### config.mk
export PLATFORM = sky130hd
export DESIGN_NAME = finv_flat
export DESIGN_NICKNAME = d
export VERILOG_FILES = /design/src/rtl/fpu_pkg.sv /design/src/rtl/finv_if.sv /design/src/rtl/finv_div_step.sv /design/src/rtl/finv.sv /design/src/flat_wrapper.sv
export SDC_FILE = /design/constraint.sdc
export NUM_CORES = 1
export LEC_CHECK = 0
export BUFFER_PORTS_ARGS = -buffer_cell sky130_fd_sc_hd__buf_2
export CORE_ASPECT_RATIO = 1.5
export CORE_MARGIN = 2
export CORE_UTILIZATION = 57
export DETAILED_ROUTE_END_ITERATION = 16
export PLACE_DENSITY = 0.78
export SLEW_MARGIN = 5
export SYNTH_ARGS = -nofsm -noshare
export SYNTH_HDL_FRONTEND = slang
export SYNTH_SLANG_ARGS = --single-unit
### constraint.sdc
create_clock -name clk -period 5 [get_ports clk]
set_clock_uncertainty 0.05 [all_clocks]
set_input_delay 0.25 -clock clk [delete_from_list [all_inputs] [get_ports clk]]
set_output_delay 0.25 -clock clk [all_outputs]
set_load 0.02 [all_outputs]
### src/rtl/fpu_pkg.sv
// Shared single-precision field layout, FSM states and unpack helpers for the
// truncating, denormal-flushing FPU blocks (fmul, finv).
package fpu_pkg;
  localparam int EXP_W = 8;
  localparam int MAN_W = 23;
  localparam int BIAS  = 127;
  localparam logic [EXP_W-1:0] EXP_MAX = 8'hFF;

  typedef enum logic [1:0] {IDLE, CALC, RES} state_t;

  function automatic logic f_sign(input logic [EXP_W+MAN_W:0] v);
    return v[EXP_W+MAN_W];
  endfunction

  function automatic logic [EXP_W-1:0] f_exp(input logic [EXP_W+MAN_W:0] v);
    return v[EXP_W+MAN_W-1:MAN_W];
  endfunction

  function automatic logic [MAN_W-1:0] f_man(input logic [EXP_W+MAN_W:0] v);
    return v[MAN_W-1:0];
  endfunction
endpackage

### src/rtl/finv_if.sv
// Request/result handshake between a requester and the finv reciprocal unit.
interface finv_if;
  import fpu_pkg::*;
  logic [EXP_W+MAN_W:0] x;
  logic                 valid;
  logic                 ready;
  logic [EXP_W+MAN_W:0] y;
  logic                 done;

  modport master (output x, valid, input ready, y, done);
  modport slave  (input x, valid, output ready, y, done);
endinterface

### src/rtl/finv_div_step.sv
// One combinational restoring-division step: compare, conditionally subtract,
// shift left. The remainder stays below 2*D, so bit 24 of the difference is always 0.
module finv_div_step (
  input  logic [24:0] i_rem,
  input  logic [23:0] i_d,
  output logic [24:0] o_rem,
  output logic        o_q
);
  logic [23:0] w_diff;

  assign o_q    = (i_rem >= {1'b0, i_d});
  assign w_diff = o_q ? 24'(i_rem - {1'b0, i_d}) : i_rem[23:0];
  assign o_rem  = {w_diff, 1'b0};
endmodule

### src/rtl/finv.sv
// Iterative reciprocal: 24 restoring-division cycles produce floor(2^47/D),
// then one more cycle registers the packed result and pulses done.
module finv
  import fpu_pkg::*;
(
  input  logic clk,
  input  logic rstn,
  finv_if.slave bus
);
  localparam logic signed [9:0] EY_BASE = 10'(2 * BIAS);

  state_t               r_state, w_next;
  logic [4:0]           r_cnt;
  logic                 r_fin;
  logic [24:0]          r_rem;
  logic [23:0]          r_d;
  logic [MAN_W-1:0]     r_q;
  logic                 r_s, r_m_zero, r_div0, r_flush;
  logic [EXP_W-1:0]     r_ey;
  logic [EXP_W+MAN_W:0] r_y;
  logic                 r_done;

  logic                 w_ready, w_accept, w_qbit;
  logic [24:0]          w_rem_nxt;
  logic [EXP_W-1:0]     w_e;
  logic [MAN_W-1:0]     w_m;
  logic                 w_m_zero;
  logic signed [9:0]    w_ey;
  logic [EXP_W+MAN_W:0] w_y;

  finv_div_step u_step (
    .i_rem (r_rem),
    .i_d   (r_d),
    .o_rem (w_rem_nxt),
    .o_q   (w_qbit)
  );

  assign w_e      = f_exp(bus.x);
  assign w_m      = f_man(bus.x);
  assign w_m_zero = (w_m == '0);
  // m == 0 gives Q = 2^24 (one binade higher), hence one more exponent step.
  assign w_ey     = EY_BASE - $signed({2'b00, w_e}) - (w_m_zero ? 10'sd0 : 10'sd1);
  assign w_accept = bus.valid & w_ready;

  always_ff @(posedge clk or negedge rstn) begin
    if (!rstn) r_state <= IDLE;
    else       r_state <= w_next;
  end

  always_comb begin
    w_next = r_state;
    case (r_state)
      IDLE:    if (w_accept) w_next = CALC;
      CALC:    if (r_fin)    w_next = RES;
      RES:     w_next = w_accept ? CALC : IDLE;
      default: w_next = IDLE;
    endcase
  end

  always_comb begin
    w_ready = 1'b1;
    if (r_state == CALC) w_ready = 1'b0;
  end

  always_comb begin
    if (r_div0)       w_y = {r_s, EXP_MAX, {MAN_W{1'b0}}};
    else if (r_flush) w_y = {r_s, {(EXP_W+MAN_W){1'b0}}};
    else              w_y = {r_s, r_ey, r_m_zero ? {MAN_W{1'b0}} : r_q};
  end

  always_ff @(posedge clk or negedge rstn) begin
    if (!rstn) begin
      r_cnt <= '0; r_fin <= 1'b0; r_rem <= '0; r_d <= '0; r_q <= '0;
      r_s <= 1'b0; r_m_zero <= 1'b0; r_div0 <= 1'b0; r_flush <= 1'b0;
      r_ey <= '0; r_y <= '0; r_done <= 1'b0;
    end else begin
      r_done <= 1'b0;
      if (w_accept) begin
        r_cnt    <= 5'd23;
        r_fin    <= 1'b0;
        r_rem    <= 25'h100_0000;
        r_d      <= {1'b1, w_m};
        r_q      <= '0;
        r_s      <= f_sign(bus.x);
        r_m_zero <= w_m_zero;
        r_div0   <= (w_e == '0);
        r_flush  <= (w_e == EXP_MAX) || (w_ey <= 10'sd0);
        r_ey     <= w_ey[EXP_W-1:0];
      end else if (r_state == CALC) begin
        if (!r_fin) begin
          r_rem <= w_rem_nxt;
          r_q   <= {r_q[MAN_W-2:0], w_qbit};
          if (r_cnt == 5'd0) r_fin <= 1'b1;
          else               r_cnt <= r_cnt - 5'd1;
        end else begin
          r_y    <= w_y;
          r_done <= 1'b1;
        end
      end
    end
  end

  assign bus.ready = w_ready;
  assign bus.y     = r_y;
  assign bus.done  = r_done;
endmodule

### src/flat_wrapper.sv
// flat-port wrapper written by rule: the top's interface ports become plain ports
module finv_flat import fpu_pkg::*;
  (clk, rstn, bus_x, bus_valid, bus_ready, bus_y, bus_done);
  finv_if bus_i ();
  input  logic clk;
  input  logic rstn;
  input wire logic [$bits(bus_i.x)-1:0] bus_x;
  input wire logic [$bits(bus_i.valid)-1:0] bus_valid;
  output wire logic [$bits(bus_i.ready)-1:0] bus_ready;
  output wire logic [$bits(bus_i.y)-1:0] bus_y;
  output wire logic [$bits(bus_i.done)-1:0] bus_done;
  assign bus_i.x = bus_x;
  assign bus_i.valid = bus_valid;
  assign bus_ready = bus_i.ready;
  assign bus_y = bus_i.y;
  assign bus_done = bus_i.done;
  finv u_core (.clk(clk), .rstn(rstn), .bus(bus_i));
endmodule
==> results of run 1 <==
==> cell usage in the layout, fill, tap and decap left out, types with 3 or more instances in the layout <==
cell	count
sky130_fd_sc_hd__dfrtp_1	124
sky130_fd_sc_hd__nand2_1	99
sky130_fd_sc_hd__buf_2	67
sky130_fd_sc_hd__o21ai_0	52
sky130_fd_sc_hd__a22o_1	47
sky130_fd_sc_hd__inv_1	38
sky130_fd_sc_hd__ha_1	32
sky130_fd_sc_hd__a21oi_1	31
sky130_fd_sc_hd__xnor2_1	23
sky130_fd_sc_hd__nor2_1	18
sky130_fd_sc_hd__clkbuf_16	17
sky130_fd_sc_hd__mux2i_1	16
sky130_fd_sc_hd__o21ai_1	15
sky130_fd_sc_hd__nand3_1	14
sky130_fd_sc_hd__a21o_1	11
sky130_fd_sc_hd__xor2_1	11
sky130_fd_sc_hd__nor3_1	11
sky130_fd_sc_hd__nor4_1	8
sky130_fd_sc_hd__and2_1	7
sky130_fd_sc_hd__buf_4	7
sky130_fd_sc_hd__o22ai_1	4
sky130_fd_sc_hd__or3_1	4
sky130_fd_sc_hd__nand4_1	4
sky130_fd_sc_hd__o2111ai_1	4
sky130_fd_sc_hd__clkinv_2	4
sky130_fd_sc_hd__o211ai_1	3
sky130_fd_sc_hd__o31ai_1	3
sky130_fd_sc_hd__a41oi_1	3
sky130_fd_sc_hd__a211oi_1	3
sky130_fd_sc_hd__o21a_1	3
sky130_fd_sc_hd__nor3b_1	3
sky130_fd_sc_hd__nor2b_1	3
sky130_fd_sc_hd__clkinvlp_4	3
sky130_fd_sc_hd__bufinv_16	3
==> area by class of cell <==
cell class,instances,area (um2),share of cell area (%)
repair buffers,76,408,5.36
inverters,39,146,1.92
multi-input cells,473,3170,41.6
well taps,150,188,2.47
clock buffers,21,460,6.05
flip-flops and latches,124,3100,40.8
clock inverters,11,141,1.86
==> power breakdown <==
group          switching, uW  total, uW  internal [uW]
Sequential               264       1700           1440
Clock                    435       1240            808
Combinational           2000       3380           1390
Total                   2700       6330           3630
==> per-layer routing <==
| layer | wire length [um] | global-route usage [%] | share of wire (%) | vias to the layer above |
|---|---|---|---|---|
| met5 | 0 | 0 | 0 | - |
| met2 | 7560 | 43.6 | 52 | 161 |
| met4 | 388 | 10.2 | 2.7 | 0 |
| met3 | 568 | 4.23 | 3.9 | 35 |
| met1 | 6010 | 29.8 | 41 | 2578 |
| li1 | - | - | - | 2517 |
==> logic make-up (layout without fill, tap and decap cells) <==
logic type | after synthesis | count (layout) | share of synthesized area, %
simple gates | 190 | 190 | 13.6
xor+xnor | 34 | 34 | 4.55
flops | 124 | 124 | 47.4
compound gates | 200 | 200 | 21.1
fa+ha+maj | 33 | 33 | 6.42
buf+inv | 73 | 147 | 4.47
mux | 16 | 16 | 2.45
==> worst register-to-register path: cells and delay by family, from the launching register on <==
kind            cells  cell delay, ns
compound gates      7            2.09
fa+ha+maj           1            0.38
flops               1            0.39
simple gates        1            0.11
==> timing repair <==
action | 4_1_cts | 5_1_grt
buffers inserted | 0 | 0
hold buffers | 2 | 0
endpoints found under the hold margin | 61 | 0
==> worst paths after layout <==
kind	endpoint	slack, ns	cells past startpoint
setup / recovery	u_core.r_rem[15]$_DFFE_PN0P_	1.86	9
setup reg to reg	u_core.r_rem[15]$_DFFE_PN0P_	1.86	9
min in group asynchronous	u_core.bus.y[17]$_DFFE_PN0P_	0.50	2
max in group asynchronous	u_core.r_q[13]$_DFFE_PN0P_	3.26	3
hold reg to reg	u_core.bus.y[31]$_DFFE_PN0P_	0.42	2
hold / removal	u_core.r_d[7]$_DFFE_PN0P_	0.01	3
==> registers in the layout, indices dropped and copies added, names as in the netlist <==
register	count
u_core.bus.y	32
u_core.r_d	24
u_core.r_rem	24
u_core.r_q	23
u_core.r_ey	8
u_core.r_cnt	5
u_core.r_state	2
u_core.bus.done	1
u_core.r_div0	1
u_core.r_fin	1
u_core.r_flush	1
u_core.r_m_zero	1
u_core.r_s	1
==> stage by stage <==
step	power, uW	setup WS [ns]	area [um2]
after detailed placement	5030	1.87	6990
after global routing	6780	1.63	7610
after CTS	6330	1.84	7610
final	6330	1.86	7610
after global placement	4900	1.89	6990
after floorplan	4320	2.49	6550
==> out/qor.log, run 1 <==
INFO  sta            setup_tns=0ns
INFO  worst_setup_path cp_slowest_cell=sky130_fd_sc_hd__a21boi_4
INFO  cts            worstSkewPairLatency=0.41ns
INFO  sta            final.hold.worst_slack=0.0109ns
INFO  worst_setup_path cp_top_family=compound AO/OA/AOI/OAI gates
INFO  route          drt_wl_total=14500um
INFO  route          drt_drc_violations_left=0
INFO  worst_setup_path critPathMaxStageDelay=0.81ns
INFO  placement      final_estimated_routing_congestion_in_global_placement=0.907
INFO  sta            post-route-period-util=62.8%
INFO  die            num_io_pins=69
INFO  route          vias_per_cell=5.92
INFO  die            core_region_area=0.0114mm2
INFO  die            die_w=91.5um
INFO  die            dieArea=0.0124mm2
INFO  sta            rsz0062_at_grt=no
INFO  min_path       hold_path.class=primary input to flip-flop
INFO  cts            cts.path.max_buffers=2
INFO  worst_setup_path cp_max_fo=27
INFO  pwr            leak_pwr=0.00363uW
INFO  global_routing grt_pass1_wl=24700um
INFO  final_layout   antenna_cells=0
INFO  cts            cts_tree=yes
INFO  final_layout   fill_cells=912
INFO  final_layout   fin_nets=799
INFO  die            die_height=135um
INFO  placement      port_buffers=68
INFO  synthesis      netlist_area=0.00655mm2
INFO  sta            max_clock_freq=318MHz
INFO  worst_setup_path worst_ep_required_time=5.24ns
INFO  final_layout   syn_to_final_growth=16.2%
INFO  final_layout   utilization=67.1%
INFO  route          drt-wirelength-per-cell=16.2um
INFO  worst_setup_path worst-path-buf-inv=0
INFO  placement      post-place-cells=860
INFO  worst_setup_path endpoint_kind=flip-flop
INFO  synthesis      synth-seq-cells=124
INFO  global_routing vias_in_the_first_global_route=5295
INFO  route          num_vias=5291
INFO  cts            cts-buffers-inserted=17
INFO  worst_setup_path cp.arrival=3.38ns
INFO  cts            clock_tree.root_cell=sky130_fd_sc_hd__clkbuf_16
INFO  die            start_util=57.7%
INFO  synthesis      synth_most_common_cell=sky130_fd_sc_hd__dfrtp_1
INFO  synthesis      yosysSeqAreaShare=47.4%
INFO  placement      post-dp-hpwl=9970um
INFO  cts            clk_transition_reported_paths=0.05ns
INFO  sta            report.final.setup_viol=0
INFO  synthesis      syn-instance-count=670
INFO  synthesis      net_count_of_the_mapped_netlist=738
INFO  worst_setup_path cp_cell_sequence=ha_1, a21o_1, a31oi_2, a21oi_2, o41ai_4, a211oi_2, a21boi_4, nor3_1, a221o_1
INFO  die            num_rows=48
INFO  synthesis      syn_area_per_cell=9.78um2
INFO  worst_setup_path crit_path_start_kind=flip-flop
INFO  route          post_drt_antenna_nets=0
INFO  sta            hold_viol_final=0
INFO  synthesis      synth.lib_cells_used.distinct=60
INFO  synthesis      ys_async_sr_fraction=100%
INFO  synthesis      yosys_top_cell_area_share=47.4%
INFO  cts            clock_sink_count=124
INFO  sta            drv_slew=0
INFO  flow_run       cap_viol_max_count=0
INFO  final_layout   layout-drive-gt1-share=15.7%
INFO  pwr            power.density=832mW/mm2
INFO  synthesis      yosys.area.top_type=sky130_fd_sc_hd__dfrtp_1
INFO  route          drt_first_iter_violations=266
INFO  global_routing number_of_antenna_violations_at_the_first_check_in_global_routing=0
INFO  pwr            vdd_drop_max=0.000470V
INFO  final_layout   layoutNonFillerInstCount=894
INFO  synthesis      post_synth_most_frequent_cells=124 x sky130_fd_sc_hd__dfrtp_1, 99 x sky130_fd_sc_hd__nand2_1, 52 x sky130_fd_sc_hd__o21ai_0, 47 x sky130_fd_sc_hd__a22o_1, 38 x sky130_fd_sc_hd__inv_1
INFO  global_routing grt_start_max_net_pins=80
INFO  cts            cts.repair.resized=0
INFO  synthesis      synth.top_cells.by_area=sky130_fd_sc_hd__dfrtp_1 47%, sky130_fd_sc_hd__a22o_1 6.3%, sky130_fd_sc_hd__ha_1 6.1%
INFO  global_routing grt_overflow=0
INFO  route          drt_first_pass_iters=4
INFO  worst_setup_path critical_path_class=flip-flop to flip-flop
INFO  synthesis      synth_edf_count=0
INFO  worst_setup_path crit_path_start=u_core.r_rem[4]$_DFFE_PN0P_
INFO  synthesis      ys.flop_type=sky130_fd_sc_hd__dfrtp_1
INFO  min_path       timing.hold.worst.start=bus_x[7]
INFO  status         result_of_the_run=completed
INFO  worst_setup_path r2r_start=u_core.r_rem[4]$_DFFE_PN0P_
INFO  sta            max-slew-margin-rel=32.8%
INFO  global_routing grt_util_all_layers=24.7%
INFO  sta            worst-slew-pin-transition=1.01ns
INFO  cts            h-tree-depth=4
INFO  synthesis      warnings_synthesis=0
INFO  sta            fin_crit=3.14ns
Note: power is estimated with default switching activity, not from simulation.
==> run 2, diff against run 1 <==
==> constraint.sdc (replaced) <==
create_clock -name clk -period 3.3 [get_ports clk]
set_clock_uncertainty 0.05 [all_clocks]
set_input_delay 0.165 -clock clk [delete_from_list [all_inputs] [get_ports clk]]
set_output_delay 0.165 -clock clk [all_outputs]
set_load 0.02 [all_outputs]
==> run 2 against run 1 <==
  * Combinational power grew 55%
  * Cell area rose by 2.8%
  * Sequential cell count stayed put
  * Highest routed layer unchanged
  * Die area is the same
  * Critical path depth up 4
  * Largest power group unchanged
==> out/qor.log, run 2 (synthesized netlist as in run 1, its figures left out) <==
INFO  sta            max-slew-margin-rel=45.2% [was 32.8%]
INFO  pwr            power.density=1220mW/mm2 [was 832 mW/mm2]
INFO  die            die_w=91.5um [unchanged]
INFO  flow_run       cap_viol_max_count=0 [unchanged]
INFO  pwr            vdd_drop_max=0.000659V [was 0.000470 V]
INFO  route          drt-wirelength-per-cell=17.1um [was 16.2 um]
INFO  sta            post-route-period-util=94.4%
INFO  sta            hold_viol_final=0 [unchanged]
INFO  route          drt_wl_total=15800um [was 14500 um]
INFO  global_routing vias_in_the_first_global_route=5519 [was 5295]
INFO  sta            report.final.setup_viol=0 [unchanged]
INFO  worst_setup_path cp_max_fo=5 [was 27]
INFO  die            die_height=135um [unchanged]
INFO  global_routing grt_start_max_net_pins=54 [was 80]
INFO  worst_setup_path r2r_start=u_core.r_d[1]$_DFFE_PN0P_ [was u_core.r_rem[4]$_DFFE_PN0P_]
INFO  pwr            leak_pwr=0.00373uW [was 0.00363 uW]
INFO  worst_setup_path critical_path_class=primary input to flip-flop [was flip-flop to flip-flop]
INFO  final_layout   antenna_cells=0 [unchanged]
INFO  final_layout   layout-drive-gt1-share=15.7% [about the same]
INFO  cts            h-tree-depth=4 [unchanged]
INFO  final_layout   syn_to_final_growth=19.5% [was 16.2%]
INFO  cts            cts-buffers-inserted=17 [unchanged]
INFO  route          vias_per_cell=5.96 [was 5.92]
INFO  die            dieArea=0.0124mm2 [unchanged]
INFO  route          drt_first_iter_violations=377 [was 266]
INFO  cts            cts.repair.resized=0 [unchanged]
INFO  placement      final_estimated_routing_congestion_in_global_placement=0.901 [was 0.907]
INFO  global_routing grt_pass1_wl=26400um [was 24700 um]
INFO  final_layout   seqCellArea=0.00310mm2 [unchanged]
INFO  final_layout   footprint_of_the_multi_input_gates=0.00317mm2 [unchanged]
INFO  global_routing number_of_antenna_violations_at_the_first_check_in_global_routing=0 [unchanged]
INFO  min_path       holdPathEnd=u_core.r_div0$_DFFE_PN0P_ [was u_core.r_d[7]$_DFFE_PN0P_]
INFO  sta            drv_slew=0 [unchanged]
INFO  sta            max_clock_freq=321MHz
INFO  cts            clock_tree.root_cell=sky130_fd_sc_hd__clkbuf_16 [unchanged]
INFO  final_layout   layout.cells.most_common_list=124 x sky130_fd_sc_hd__dfrtp_1, 99 x sky130_fd_sc_hd__nand2_1, 67 x sky130_fd_sc_hd__buf_2, 52 x sky130_fd_sc_hd__o21ai_0, 47 x sky130_fd_sc_hd__a22o_1 [unchanged]
INFO  final_layout   fill_cells=830 [was 912]
INFO  cts            cts.path.max_buffers=2 [unchanged]
INFO  route          drt_first_pass_iters=5 [was 4]
INFO  worst_setup_path endpoint_kind=flip-flop [unchanged]
INFO  cts            post-cts-setup-buffer-count=0 [unchanged]
INFO  worst_setup_path worst_reg2reg_path_length_in_cells=11 [was 9]
INFO  worst_setup_path worst_ep_required_time=3.51ns [was 5.24 ns]
INFO  route          num_vias=5495 [was 5291]
INFO  min_path       holdPathStages=4 [was 3]
INFO  cts            clock_sink_count=124 [unchanged]
INFO  route          drt_drc_violations_left=0 [unchanged]
INFO  worst_setup_path cp.arrival=3.33ns [was 3.38 ns]
INFO  route          post_drt_antenna_nets=0 [unchanged]
INFO  status         result_of_the_run=completed [unchanged]
INFO  global_routing grt_overflow=0 [unchanged]
INFO  worst_setup_path crit_path_start_kind=primary input [was flip-flop]
INFO  placement      post-dp-hpwl=10700um [was 9970 um]
INFO  worst_setup_path r2r_slack=0.39ns [was 1.86 ns]
INFO  cts            clk_transition_reported_paths=0.05ns [about the same]
INFO  sta            setup_tns=0ns [unchanged]
INFO  cts            hold_buffers=26 [was 2]
INFO  final_layout   flip_flop_count_of_the_largest_register_after_layout=32 [unchanged]
INFO  die            num_io_pins=69 [unchanged]
INFO  sta            worst-slew-pin-transition=0.820ns [was 1.01 ns]
INFO  sta            rsz0062_at_grt=no [unchanged]
INFO  sta            fin_crit=3.12ns
INFO  die            num_rows=48 [unchanged]
INFO  cts            worstSkewPairLatency=0.41ns [about the same]
INFO  placement      port_buffers=68 [unchanged]
INFO  global_routing grt_util_all_layers=26.7% [was 24.7%]
INFO  cts            cts_tree=yes [unchanged]
INFO  die            core_region_area=0.0114mm2 [unchanged]
INFO  die            start_util=57.7% [unchanged]
INFO  final_layout   most_frequent_standard_cell_in_the_layout_excluding_fill_and_tap_cells=sky130_fd_sc_hd__dfrtp_1 [unchanged]
INFO  min_path       timing.hold.worst.start=bus_x[30] [was bus_x[7]]
INFO  min_path       hold_path.class=primary input to flip-flop [unchanged]
INFO  worst_setup_path rr_endpoint=u_core.r_rem[15]$_DFFE_PN0P_ [unchanged]
INFO  final_layout   utilization=68.9% [was 67.1%]
INFO  final_layout   fin_nets=827 [was 799]
[run 2: how the worst max path moves through the flow]
stage                                       end                   startpoint
detailed placement   u_core.r_flush$_DFFE_PN0P_                    bus_x[16]
finish               u_core.r_flush$_DFFE_PN0P_                     bus_x[1]
global route         u_core.r_flush$_DFFE_PN0P_                     bus_x[1]
floorplan           u_core.r_rem[4]$_DFFE_PN0P_  u_core.r_rem[4]$_DFFE_PN0P_
CTS                  u_core.r_flush$_DFFE_PN0P_                    bus_x[16]
global placement     u_core.r_flush$_DFFE_PN0P_                    bus_x[16]
[run 2: through the flow]
step                      hold slack [ns]  area (um2)  power (uW)  setup slack (ns)  instances
after CTS                          0.0150        7830        9480             0.273        922
after floorplan                    -0.181        6550        6540             0.792        670
after detailed placement            0.186        7030        7710             0.400        864
after global routing               0.0466        7830       10200            0.0334        922
final                              0.0239        7830        9510             0.184        922
after global placement              0.176        7030        7470             0.511        864
[run 2: report_power, final]
group | total (uW) | switching [uW] | internal [uW] | leakage [uW]
combinational | 5250 | 3090 | 2150 | 0.00188
clock | 1680 | 687 | 992 | 0.000262
sequential | 2590 | 408 | 2180 | 0.00159
[run 2: routing by layer]
| metal | wire length, um | GRT usage [%] | vias to the layer above | part of all wire, % |
|---|---|---|---|---|
| met1 | 6390 | 32.0 | 2691 | 40 |
| met4 | 537 | 12.4 | 0 | 3.4 |
| met3 | 654 | 5.45 | 46 | 4.1 |
| li1 | - | - | 2579 | - |
| met5 | 0 | 0 | - | 0 |
| met2 | 8220 | 46.1 | 179 | 52 |
[run 2: critical path, cell delays in order]
cell and delay (ns):
sky130_fd_sc_hd__dlygate4sd3_1 0.55, sky130_fd_sc_hd__buf_2 0.13, sky130_fd_sc_hd__nor4_1 0.53, sky130_fd_sc_hd__and4_1 0.30, sky130_fd_sc_hd__nand3_1 0.17, sky130_fd_sc_hd__ha_1 0.27, sky130_fd_sc_hd__ha_1 0.24, sky130_fd_sc_hd__a21o_1 0.18
sky130_fd_sc_hd__a22o_1 0.17, sky130_fd_sc_hd__a21oi_1 0.18, sky130_fd_sc_hd__xnor2_1 0.10, sky130_fd_sc_hd__a311oi_1 0.28, sky130_fd_sc_hd__a21oi_1 0.07
[run 2: cell type report]
type,count,share of cell area [%]
multi-input cells,473,40.5
inverters,39,1.87
clock inverters,11,0.911
clock buffers,21,5.88
well taps,150,2.40
flip-flops and latches,124,39.7
repair buffers,104,8.83
==> run 3, diff against run 2 <==
==> constraint.sdc (replaced) <==
create_clock -name clk -period 3.3 [get_ports clk]
set_clock_uncertainty 0.05 [all_clocks]
set_input_delay 0.33 -clock clk [delete_from_list [all_inputs] [get_ports clk]]
set_output_delay 0.33 -clock clk [all_outputs]
set_load 0.02 [all_outputs]
==> run 3 against run 2 <==
  * Hold slack improved by 0.029 ns
  * Sequential cell count is the same
  * Via count is 2.7% lower
  * Sequential power about the same
  * Utilization shrank 1.3 points
  * Setup slack better by 0.17 ns
  * Routed wire length shrank 3.7%
  * Total power is 2.8% higher
  * Cell area down 1.8%
  * Die area unchanged
  * Highest routed layer unchanged
  * Critical path depth decreased by 3
  * First-iteration DRC count shrank 35%
==> out/qor.log, run 3 (synthesized netlist as in run 1, its figures left out) <==
INFO  sta            drv_slew=0 [unchanged]
INFO  final_layout   post-route-cell-area=0.00768mm2 [was 0.00783 mm2]
INFO  placement      final_estimated_routing_congestion_in_global_placement=0.868 [was 0.901]
INFO  worst_setup_path worst_ep_required_time=3.51ns [about the same]
INFO  global_routing vias_in_the_first_global_route=5389 [was 5519]
INFO  final_layout   syn_to_final_growth=17.3% [was 19.5%]
INFO  pwr            leak_pwr=0.00368uW [was 0.00373 uW]
INFO  pwr            fraction_of_power_spent_switching_nets=42.6% [was 44.0%]
INFO  worst_setup_path endpoint_kind=flip-flop [unchanged]
INFO  worst_setup_path cp.arrival=3.16ns [was 3.33 ns]
INFO  route          drt_wl_total=15200um [was 15800 um]
INFO  final_layout   footprint_of_the_multi_input_gates=0.00317mm2 [unchanged]
INFO  placement      post_dp_cell_area=0.00705mm2 [was 0.00703 mm2]
INFO  flow_run       cap_viol_max_count=0 [unchanged]
INFO  final_layout   utilization=67.7% [was 68.9%]
INFO  worst_setup_path r2r_start=u_core.r_rem[4]$_DFFE_PN0P_ [was u_core.r_d[1]$_DFFE_PN0P_]
INFO  pwr            power.switching=4160uW [was 4190 uW]
INFO  final_layout   antenna_cells=0 [unchanged]
INFO  final_layout   fin_nets=802 [was 827]
INFO  pwr            pwr-share-clk=20.2% [was 17.7%]
INFO  cts            cts_tree=yes [unchanged]
INFO  placement      post-dp-hpwl=10400um [was 10700 um]
INFO  route          drt-wirelength-per-cell=17.0um [was 17.1 um]
INFO  min_path       timing.hold.worst.start=bus_x[31] [was bus_x[30]]
INFO  global_routing grt_start_max_net_pins=75 [was 54]
INFO  worst_setup_path r2r_slack=0.35ns [was 0.39 ns]
INFO  sta            final.hold.worst_slack=0.0531ns [was 0.0239 ns]
INFO  global_routing grt_util_all_layers=25.9% [was 26.7%]
INFO  pwr            vdd_drop_max=0.000573V [was 0.000659 V]
INFO  die            die_height=135um [unchanged]
INFO  status         result_of_the_run=completed [unchanged]
INFO  final_layout   most_frequent_standard_cell_in_the_layout_excluding_fill_and_tap_cells=sky130_fd_sc_hd__dfrtp_1 [unchanged]
INFO  worst_setup_path critical_path_class=flip-flop to flip-flop [was primary input to flip-flop]
INFO  final_layout   fill_cells=845 [was 830]
INFO  cts            worstSkewPairLatency=0.42ns [was 0.41 ns]
INFO  final_layout   layout.cells.most_common_list=124 x sky130_fd_sc_hd__dfrtp_1, 99 x sky130_fd_sc_hd__nand2_1, 67 x sky130_fd_sc_hd__buf_2, 52 x sky130_fd_sc_hd__o21ai_0, 47 x sky130_fd_sc_hd__a22o_1 [unchanged]
INFO  global_routing grt_overflow=0 [unchanged]
INFO  worst_setup_path crit_path_start_kind=flip-flop [was primary input]
INFO  pwr            power.combinational.fraction=53.3% [was 55.2%]
INFO  cts            clk_transition_reported_paths=0.05ns [about the same]
INFO  route          drt_first_iter_violations=246 [was 377]
INFO  sta            worst-slew-pin-transition=0.860ns [was 0.820 ns]
INFO  worst_setup_path rr_endpoint=u_core.r_rem[7]$_DFFE_PN0P_ [was u_core.r_rem[15]$_DFFE_PN0P_]
INFO  final_layout   seqCellArea=0.00310mm2 [unchanged]
INFO  sta            fin_crit=2.95ns [was 3.12 ns]
INFO  sta            hold_viol_final=0 [unchanged]
INFO  cts            h-tree-depth=4 [unchanged]
INFO  die            dieArea=0.0124mm2 [unchanged]
INFO  placement      port_buffers=68 [unchanged]
INFO  sta            report.final.setup_viol=0 [unchanged]
INFO  route          vias_per_cell=5.96 [about the same]
INFO  die            die_w=91.5um [unchanged]
INFO  route          num_vias=5347 [was 5495]
INFO  cts            cts.repair.resized=0 [unchanged]
INFO  final_layout   layout-drive-gt1-share=16.2% [was 15.7%]
INFO  die            core_region_area=0.0114mm2 [unchanged]
INFO  min_path       holdPathEnd=u_core.r_s$_DFFE_PN0P_ [was u_core.r_div0$_DFFE_PN0P_]
INFO  die            start_util=57.7% [unchanged]
INFO  pwr            power.density=1270mW/mm2 [was 1220 mW/mm2]
INFO  route          drt_first_pass_iters=5 [unchanged]
INFO  route          post_drt_antenna_nets=0 [unchanged]
INFO  route          drt_drc_violations_left=0 [unchanged]
INFO  sta            rsz0062_at_grt=no [unchanged]
INFO  sta            max_clock_freq=339MHz [was 321 MHz]
INFO  pwr            share_of_total_power_in_sequential_cells=26.5% [was 27.2%]
INFO  min_path       hold_path.class=primary input to flip-flop [unchanged]
INFO  sta            setup_tns=0ns [unchanged]
INFO  worst_setup_path cp_max_fo=19 [was 5]
INFO  min_path       holdPathStages=3 [was 4]
INFO  cts            clock_tree.root_cell=sky130_fd_sc_hd__clkbuf_16 [unchanged]
INFO  worst_setup_path worst_reg2reg_path_length_in_cells=10 [was 11]
INFO  cts            cts.path.max_buffers=2 [unchanged]
INFO  global_routing grt_pass1_wl=25500um [was 26400 um]
INFO  pwr            p_total=9780uW [was 9510 uW]
INFO  cts            clock_sink_count=124 [unchanged]
INFO  cts            cts-buffers-inserted=17 [unchanged]
INFO  die            num_rows=48 [unchanged]
INFO  global_routing number_of_antenna_violations_at_the_first_check_in_global_routing=0 [unchanged]
INFO  sta            post-route-period-util=89.3% [was 94.4%]
INFO  final_layout   flip_flop_count_of_the_largest_register_after_layout=32 [unchanged]
INFO  sta            max-slew-margin-rel=42.5% [was 45.2%]
INFO  pwr            power.internal=5620uW [was 5330 uW]
INFO  die            num_io_pins=69 [unchanged]
[run 3: cell types whose count changed in the layout (fill, tap and decap cells not counted), sizes merged]
cell | previous run | this run
bufinv | 0 | 4
clkinv | 10 | 6
clkinvlp | 2 | 1
dlygate4sd3 | 26 | 1
inv | 38 | 39
[run 3: area by class of cell]
type                       instances  area share, %
clock inverter                    11           2.15
sequential                       124           40.4
multi-input combinational        473           41.2
timing repair buffer              79           5.90
inverter                          39           1.91
tap                              150           2.44
clock buffer                      21           5.99
[run 3: layer usage]
| metal | track usage [%] | routed length (um) | part of all wire, % |
|---|---|---|---|
| met5 | 0 | 0 | 0 |
| met4 | 13.0 | 501 | 3.3 |
| met3 | 5.23 | 632 | 4.2 |
| met2 | 43.5 | 7700 | 51 |
| met1 | 31.6 | 6390 | 42 |
[run 3: power groups by stage]
stage	logic, uW	registers [uW]	clock network (uW)
final	5210	2590	1980
after global routing	5740	2660	2060
after floorplan	3860	2680	0
after detailed placement	5090	2590	0
after global placement	4910	2570	0
after CTS	5170	2590	1990
[run 3: through the flow]
step	cells	setup slack [ns]
2_1_floorplan	670	0.792
3_3_place_gp	864	0.510
3_5_place_dp	864	0.392
4_1_cts	897	0.373
5_1_grt	897	0.185
6_report	897	0.352
[run 3: timing repair]
action                    CTS  global route
setup buffers               0             0
hold endpoints to repair   50             0
hold buffers                1             0
[run 3: worst max-delay path, stage by stage (launching register included)]
cell and delay (ns):
sky130_fd_sc_hd__dfrtp_1 0.40, sky130_fd_sc_hd__ha_1 0.38, sky130_fd_sc_hd__a21o_1 0.24, sky130_fd_sc_hd__a31oi_2 0.21
sky130_fd_sc_hd__a21oi_2 0.14, sky130_fd_sc_hd__o41ai_4 0.27, sky130_fd_sc_hd__a211oi_2 0.18, sky130_fd_sc_hd__a21boi_4 0.39
sky130_fd_sc_hd__buf_12 0.23, sky130_fd_sc_hd__mux2i_1 0.22, sky130_fd_sc_hd__o21ai_1 0.09
[run 3: how the worst max path moves through the flow]
stage | start | to | slack (ns) | depth (start not counted)
4_1_cts | u_core.r_d[1]$_DFFE_PN0P_ | u_core.r_rem[1]$_DFFE_PN0P_ | 0.37 | 11
5_1_grt | u_core.r_d[1]$_DFFE_PN0P_ | u_core.r_rem[1]$_DFFE_PN0P_ | 0.19 | 11
2_1_floorplan | u_core.r_rem[4]$_DFFE_PN0P_ | u_core.r_rem[4]$_DFFE_PN0P_ | 0.79 | 10
3_3_place_gp | bus_x[2] | u_core.r_flush$_DFFE_PN0P_ | 0.51 | 12
6_report | u_core.r_rem[4]$_DFFE_PN0P_ | u_core.r_rem[7]$_DFFE_PN0P_ | 0.35 | 10
3_5_place_dp | u_core.r_d[1]$_DFFE_PN0P_ | u_core.r_rem[1]$_DFFE_PN0P_ | 0.39 | 11
